===== src/rtl/spi_par_master.sv =====
// SPI master for a bus of parallel-mode slaves: sends one byte LSB-first, collects the 8-bit echo,
// checks the slave's done flag, and runs a 17-period flush after reset to return every slave to idle.
//
// state    | meaning
// ---------+---------------------------------------------------------------
// ST_FLUSH | after reset: cs all high, 17 SCLK periods so every slave idles
// ST_IDLE  | sclk high, cs all high, accepts start
// ST_TX    | cs[sel] low, rises 1..8 advance mosi through the byte
// ST_RX    | rises 9..16 sample miso[sel] into the receive shifter
// ST_TRAIL | cs high again, one more period so fall 17 clears the slave
module spi_par_master #(
   parameter int NUM_SLAVES = 2,
   parameter int SEL_W      = 1,
   parameter int CLK_DIV    = 2
) (
   input  logic                  clk,
   input  logic                  rst,
   input  logic                  start,
   input  logic [7:0]            tx_data,
   input  logic [SEL_W-1:0]      sel,
   output logic                  busy,
   output logic                  done,
   output logic [7:0]            rx_data,
   output logic                  ack_err,
   output logic                  sclk,
   output logic                  mosi,
   output logic [NUM_SLAVES-1:0] cs,
   input  logic [NUM_SLAVES-1:0] miso,
   input  logic [NUM_SLAVES-1:0] slv_done
);

   localparam int                    DIV_W        = (CLK_DIV > 1) ? $clog2(CLK_DIV) : 1;
   localparam logic [DIV_W-1:0]      DIV_LOAD     = DIV_W'(CLK_DIV - 1);
   localparam logic [DIV_W-1:0]      DIV_ONE      = DIV_W'(1);
   localparam logic [NUM_SLAVES-1:0] CS_IDLE      = '1;
   // rise_q holds the number of rises already seen, so these match rises 8, 16 and 17
   localparam logic [4:0]            LAST_TX_RISE = 5'd7;
   localparam logic [4:0]            LAST_RX_RISE = 5'd15;
   localparam logic [4:0]            LAST_RISE    = 5'd16;

   typedef enum logic [2:0] {
      ST_FLUSH,
      ST_IDLE,
      ST_TX,
      ST_RX,
      ST_TRAIL
   } state_t;

   state_t                  state_q, state_d;
   logic [DIV_W-1:0]        div_q, div_d;
   logic                    sclk_q, sclk_d;
   logic [4:0]              rise_q, rise_d;
   logic [NUM_SLAVES-1:0]   cs_q, cs_d;
   logic                    mosi_q, mosi_d;
   logic [7:0]              tx_sh_q, tx_sh_d;
   logic [7:0]              rx_sh_q, rx_sh_d;
   logic [SEL_W-1:0]        sel_q, sel_d;
   logic                    err_q, err_d;
   logic                    done_q, done_d;
   logic [7:0]              rx_data_q, rx_data_d;
   logic                    ack_err_q, ack_err_d;

   logic                    tick;
   logic                    rise_evt;
   logic                    miso_bit;
   logic                    slv_done_bit;
   logic                    sel_oor;

   assign sel_oor = (int'(sel) >= NUM_SLAVES);

   always_comb begin
      state_d      = state_q;
      div_d        = div_q;
      sclk_d       = sclk_q;
      rise_d       = rise_q;
      cs_d         = cs_q;
      mosi_d       = mosi_q;
      tx_sh_d      = tx_sh_q;
      rx_sh_d      = rx_sh_q;
      sel_d        = sel_q;
      err_d        = err_q;
      done_d       = 1'b0;
      rx_data_d    = rx_data_q;
      ack_err_d    = ack_err_q;
      miso_bit     = 1'b0;
      slv_done_bit = 1'b0;
      rise_evt     = 1'b0;
      tick         = (div_q == '0);

      for (int i = 0; i < NUM_SLAVES; i++) begin
         if (sel_q == SEL_W'(i)) begin
            miso_bit     = miso[i];
            slv_done_bit = slv_done[i];
         end
      end

      // the divider runs in every state except IDLE; sclk idles high so the first toggle is a fall
      if (state_q != ST_IDLE) begin
         if (tick) begin
            div_d    = DIV_LOAD;
            sclk_d   = ~sclk_q;
            rise_evt = ~sclk_q;
         end else begin
            div_d = div_q - DIV_ONE;
         end
         if (rise_evt) begin
            rise_d = rise_q + 5'd1;
         end
      end

      case (state_q)
         ST_FLUSH: begin
            if (rise_evt && (rise_q == LAST_RISE)) begin
               state_d = ST_IDLE;
               rise_d  = '0;
            end
         end
         ST_IDLE: begin
            div_d  = DIV_LOAD;
            sclk_d = 1'b1;
            rise_d = '0;
            mosi_d = 1'b0;
            cs_d   = CS_IDLE;
            if (start) begin
               if (sel_oor) begin
                  done_d    = 1'b1;
                  ack_err_d = 1'b1;
               end else begin
                  state_d = ST_TX;
                  sel_d   = sel;
                  tx_sh_d = tx_data;
                  mosi_d  = tx_data[0];
                  for (int i = 0; i < NUM_SLAVES; i++) begin
                     cs_d[i] = (sel != SEL_W'(i));
                  end
               end
            end
         end
         ST_TX: begin
            if (rise_evt) begin
               mosi_d  = tx_sh_q[1];
               tx_sh_d = {1'b0, tx_sh_q[7:1]};
               if (rise_q == LAST_TX_RISE) begin
                  state_d = ST_RX;
               end
            end
         end
         ST_RX: begin
            if (rise_evt) begin
               rx_sh_d = {miso_bit, rx_sh_q[7:1]};
               if (rise_q == LAST_RX_RISE) begin
                  state_d = ST_TRAIL;
                  cs_d    = CS_IDLE;
                  err_d   = ~slv_done_bit;
               end
            end
         end
         ST_TRAIL: begin
            if (rise_evt) begin
               state_d   = ST_IDLE;
               rise_d    = '0;
               done_d    = 1'b1;
               rx_data_d = rx_sh_q;
               ack_err_d = err_q;
            end
         end
         default: begin
            state_d = ST_FLUSH;
         end
      endcase
   end

   always_ff @(posedge clk) begin
      if (rst) begin
         state_q   <= ST_FLUSH;
         div_q     <= DIV_LOAD;
         sclk_q    <= 1'b1;
         rise_q    <= '0;
         cs_q      <= CS_IDLE;
         mosi_q    <= 1'b0;
         tx_sh_q   <= '0;
         rx_sh_q   <= '0;
         sel_q     <= '0;
         err_q     <= 1'b0;
         done_q    <= 1'b0;
         rx_data_q <= '0;
         ack_err_q <= 1'b0;
      end else begin
         state_q   <= state_d;
         div_q     <= div_d;
         sclk_q    <= sclk_d;
         rise_q    <= rise_d;
         cs_q      <= cs_d;
         mosi_q    <= mosi_d;
         tx_sh_q   <= tx_sh_d;
         rx_sh_q   <= rx_sh_d;
         sel_q     <= sel_d;
         err_q     <= err_d;
         done_q    <= done_d;
         rx_data_q <= rx_data_d;
         ack_err_q <= ack_err_d;
      end
   end

   assign busy    = (state_q != ST_IDLE);
   assign done    = done_q;
   assign rx_data = rx_data_q;
   assign ack_err = ack_err_q;
   assign sclk    = sclk_q;
   assign mosi    = mosi_q;
   assign cs      = cs_q;

endmodule


===== config.mk =====
export PLATFORM = sky130hd
export DESIGN_NAME = spi_par_master
export DESIGN_NICKNAME = d
export VERILOG_FILES = /design/src/rtl/spi_par_master.sv
export SDC_FILE = /design/constraint.sdc
export NUM_CORES = 1
export LEC_CHECK = 0
export CAP_MARGIN = 15
export CORE_MARGIN = 8
export CORE_UTILIZATION = 50
export CTS_CLUSTER_SIZE = 10
export DETAILED_ROUTE_END_ITERATION = 10
export MAX_ROUTING_LAYER = met4
export PLACE_DENSITY_LB_ADDON = 0.15
export SYNTH_ARGS = -nofsm -noshare
export SYNTH_HDL_FRONTEND = slang
export SYNTH_SLANG_ARGS = --single-unit

===== constraint.sdc =====
create_clock -name clk -period 2.4 [get_ports clk]
set_input_delay 0.48 -clock clk [delete_from_list [all_inputs] [get_ports clk]]
set_output_delay 0.48 -clock clk [all_outputs]
set_load 0.01 [all_outputs]

==> metrics.yaml <==
setup_path:
  worstRegToRegCells: 4
  crit_chain: "nor3b_4 > inv_1 > clkdlybuf4s50_1"
  cp-startpoint: "state_q[1]"
  required_ps: 1920
  worstReg2RegStart: "state_q[1]"
  path_class: "reg2out"
  critPathLaunchType: "flip-flop"
  cp_max_fo: 12
  r2r_setup_slack_ps: 560
  end_kind: "output port"
  worstPathArrival_ps: 1750
  endpoint: "busy"
  cp_slowest_cell: "dfxtp_1"
  max_stage_delay_ps: 600
  r2r_end: "rise_q[4]"
logic_synthesis:
  ys.flop_type: "dfxtp_1"
  ys_seq_elements: 40
  synth_top_area_frac: 0.456
  seq_area_frac_synth: 0.456
  synth-edff-count: 0
  netlist-cell-type-count: 38
  syn_inst: 191
  yosys.area.top_type: "dfxtp_1"
  synth_nets: 210
  synth_area_leaders: "dfxtp_1 46%, mux2i_1 9.1%, a21oi_1 5.1%, nor2_1 4.5%, nand3_1 4.3%"
  avgSynthCellArea_sq_um: 9.19
  synth_area_sq_um: 1760
  async_reset_ff_frac: 0
  ys_warn_count: 0
layout:
  areaGrowthSynthToFinish_pct: 24.3
  final_util: 0.649
  final_cell_mix: "40 x dfxtp_1, 30 x clkdlybuf4s50_1, 21 x nor2_1"
  fillers: 328
  nets: 242
  final_common_cell: "dfxtp_1"
  seq_area_sq_um: 801
  multiInputGateArea_sq_um: 866
  n_antenna_cell: 0
  layout-drive-gt1-share: 0.129
global_route:
  grt_pass1_vias: 1383
  grt_max_degree: 21
  grt_use_total: 0.150
  antenna_found_initial: 0
  overflow: 0
  grt_first_pass_wirelength_microns: 6310
placed_design:
  finalWeightedCongestion: 0.911
  hpwl_microns: 2780
  port-buffer-count: 30
floorplanning:
  die_area_sq_um: 5660
  initial_core_util: 0.522
  io_pins: 31
  fp.dieW_microns: 75.3
  die_h_microns: 75.3
  fp-row-count: 21
  core-area_sq_um: 3360
clock_network:
  cts_resized: 0
  ctsHoldBuffers: 0
  cts_tree: "yes"
  cts_buffers: 5
  cts_setup_buffers: 0
  clock_latency_ps: 360
  clock_path_buffers: 2
  cts_max_level: 2
  clock-sinks: 40
  clk_pin_slew_ps: 130
  clockRootBuffer: "clkbuf_4"
timing:
  drv_slew: 0
  max_slew.worst_pin.slew_ps: 686
  period_minus_slack_ps: 2230
  rsz0062_at_grt: "false"
  finClkSkew_ps: 17.4
  finalHoldViolations: 0
  setup-violations-final: 0
  max_freq_mhz: 448
  fin_crit_sh: 0.931
  relSlewSlack: 0.538
  setup_tns_ps: 0
detailed_routing:
  drt_iter0_drc: 55
  antenna_left: 0
  drt-total-wl_microns: 3860
  first_pass_iters: 6
  via_per_inst: 5.40
  drc: 0
  wire_per_inst_microns: 14.3
  vias: 1459
power:
  total_power_mw: 1.24
  ir_drop_v: 0.000390
  power.leakage_nw: 0.808
  power_per_cell_area_nw_per_um2: 566
min_path:
  holdCritPathClass: "reg2reg"
outcome:
  outcome: "completed"
run:
  drv_cap: 0
## worst min-delay path by stage
stage / end / from / depth (start not counted) / slack (ps)
2_1_floorplan: div_q / div_q / 1 / 410
3_5_place_dp: div_q / div_q / 1 / 430
5_1_grt: rx_data[0] / rx_data[0] / 2 / 480
3_3_place_gp: div_q / div_q / 1 / 440
6_report: div_q / div_q / 1 / 460
4_1_cts: div_q / div_q / 1 / 460
## Yosys cell counts (all sizes together) (2+ instances only)
| master | count |
|---|---|
| inv | 6 |
| a211oi | 7 |
| o21ai | 4 |
| nand2 | 15 |
| nor3 | 4 |
| xor2 | 2 |
| nand4 | 2 |
| nor2b | 4 |
| ha | 3 |
| nor2 | 26 |
| nor3b | 2 |
| mux2i | 16 |
| nor4 | 2 |
| clkbuf | 4 |
| xnor2 | 2 |
| buf | 7 |
| dfxtp | 40 |
| a21oi | 18 |
| nand3 | 16 |
## report_power, final
part	internal (mW)	switching, mW	total [mW]
clock network	0.249	0.230	0.479
logic	0.0406	0.0376	0.0782
registers	0.670	0.00811	0.678
total	0.960	0.276	1.24
## stage by stage
| stage | cells | hold slack, ps | setup slack (ps) | cell area [sq um] |
|---|---|---|---|---|
| finish | 270 | 463 | 165 | 2180 |
| CTS | 270 | 462 | 151 | 2180 |
| detailed placement | 262 | 433 | 587 | 2090 |
| global route | 270 | 477 | 81.3 | 2180 |
| floorplan | 191 | 411 | 999 | 1760 |
| global placement | 262 | 436 | 630 | 2090 |
## layout make-up
cell class                      count  share of cell area
Clock inverter                      2              0.0178
Timing Repair Buffer               36               0.158
Inverter                            6              0.0103
Multi-Input combinational cell    134               0.397
Tap cell                           46              0.0264
Sequential cell                    40               0.367
Clock buffer                        6              0.0235
## state kept, by name, indices dropped and copies added (netlist names)
name     count
sclk         1
err_q        1
tx_sh_q      7
state_q      3
cs           2
ack_err      1
div_q        1
mosi         1
rx_sh_q      8
rise_q       5
sel_q        1
done         1
rx_data      8
## cell families (layout without fill, tap and decap cells)
logic type,after synthesis,in the layout,synth area share
xor+xnor,4,4,0.0200
mux,17,17,0.0976
compound gates,34,34,0.133
flops,40,40,0.456
fa+ha+maj,3,3,0.0214
simple gates,76,76,0.222
buf+inv,17,50,0.0506
## per-layer routing
layer,global-route usage,vias to the layer above,share of wire
met2,0.232,38,0.46
met5,-,-,0
li1,-,727,-
met1,0.174,684,0.46
met3,0.0426,10,0.051
met4,0.0725,0,0.024
## critical path: cells and delay by family, from the launching register on
kind,cells,cell delay [ps]
buffers and inverters,2,710
AND/OR/NAND/NOR,1,90
flip-flops,1,600
(Power assumes the default switching activity.)
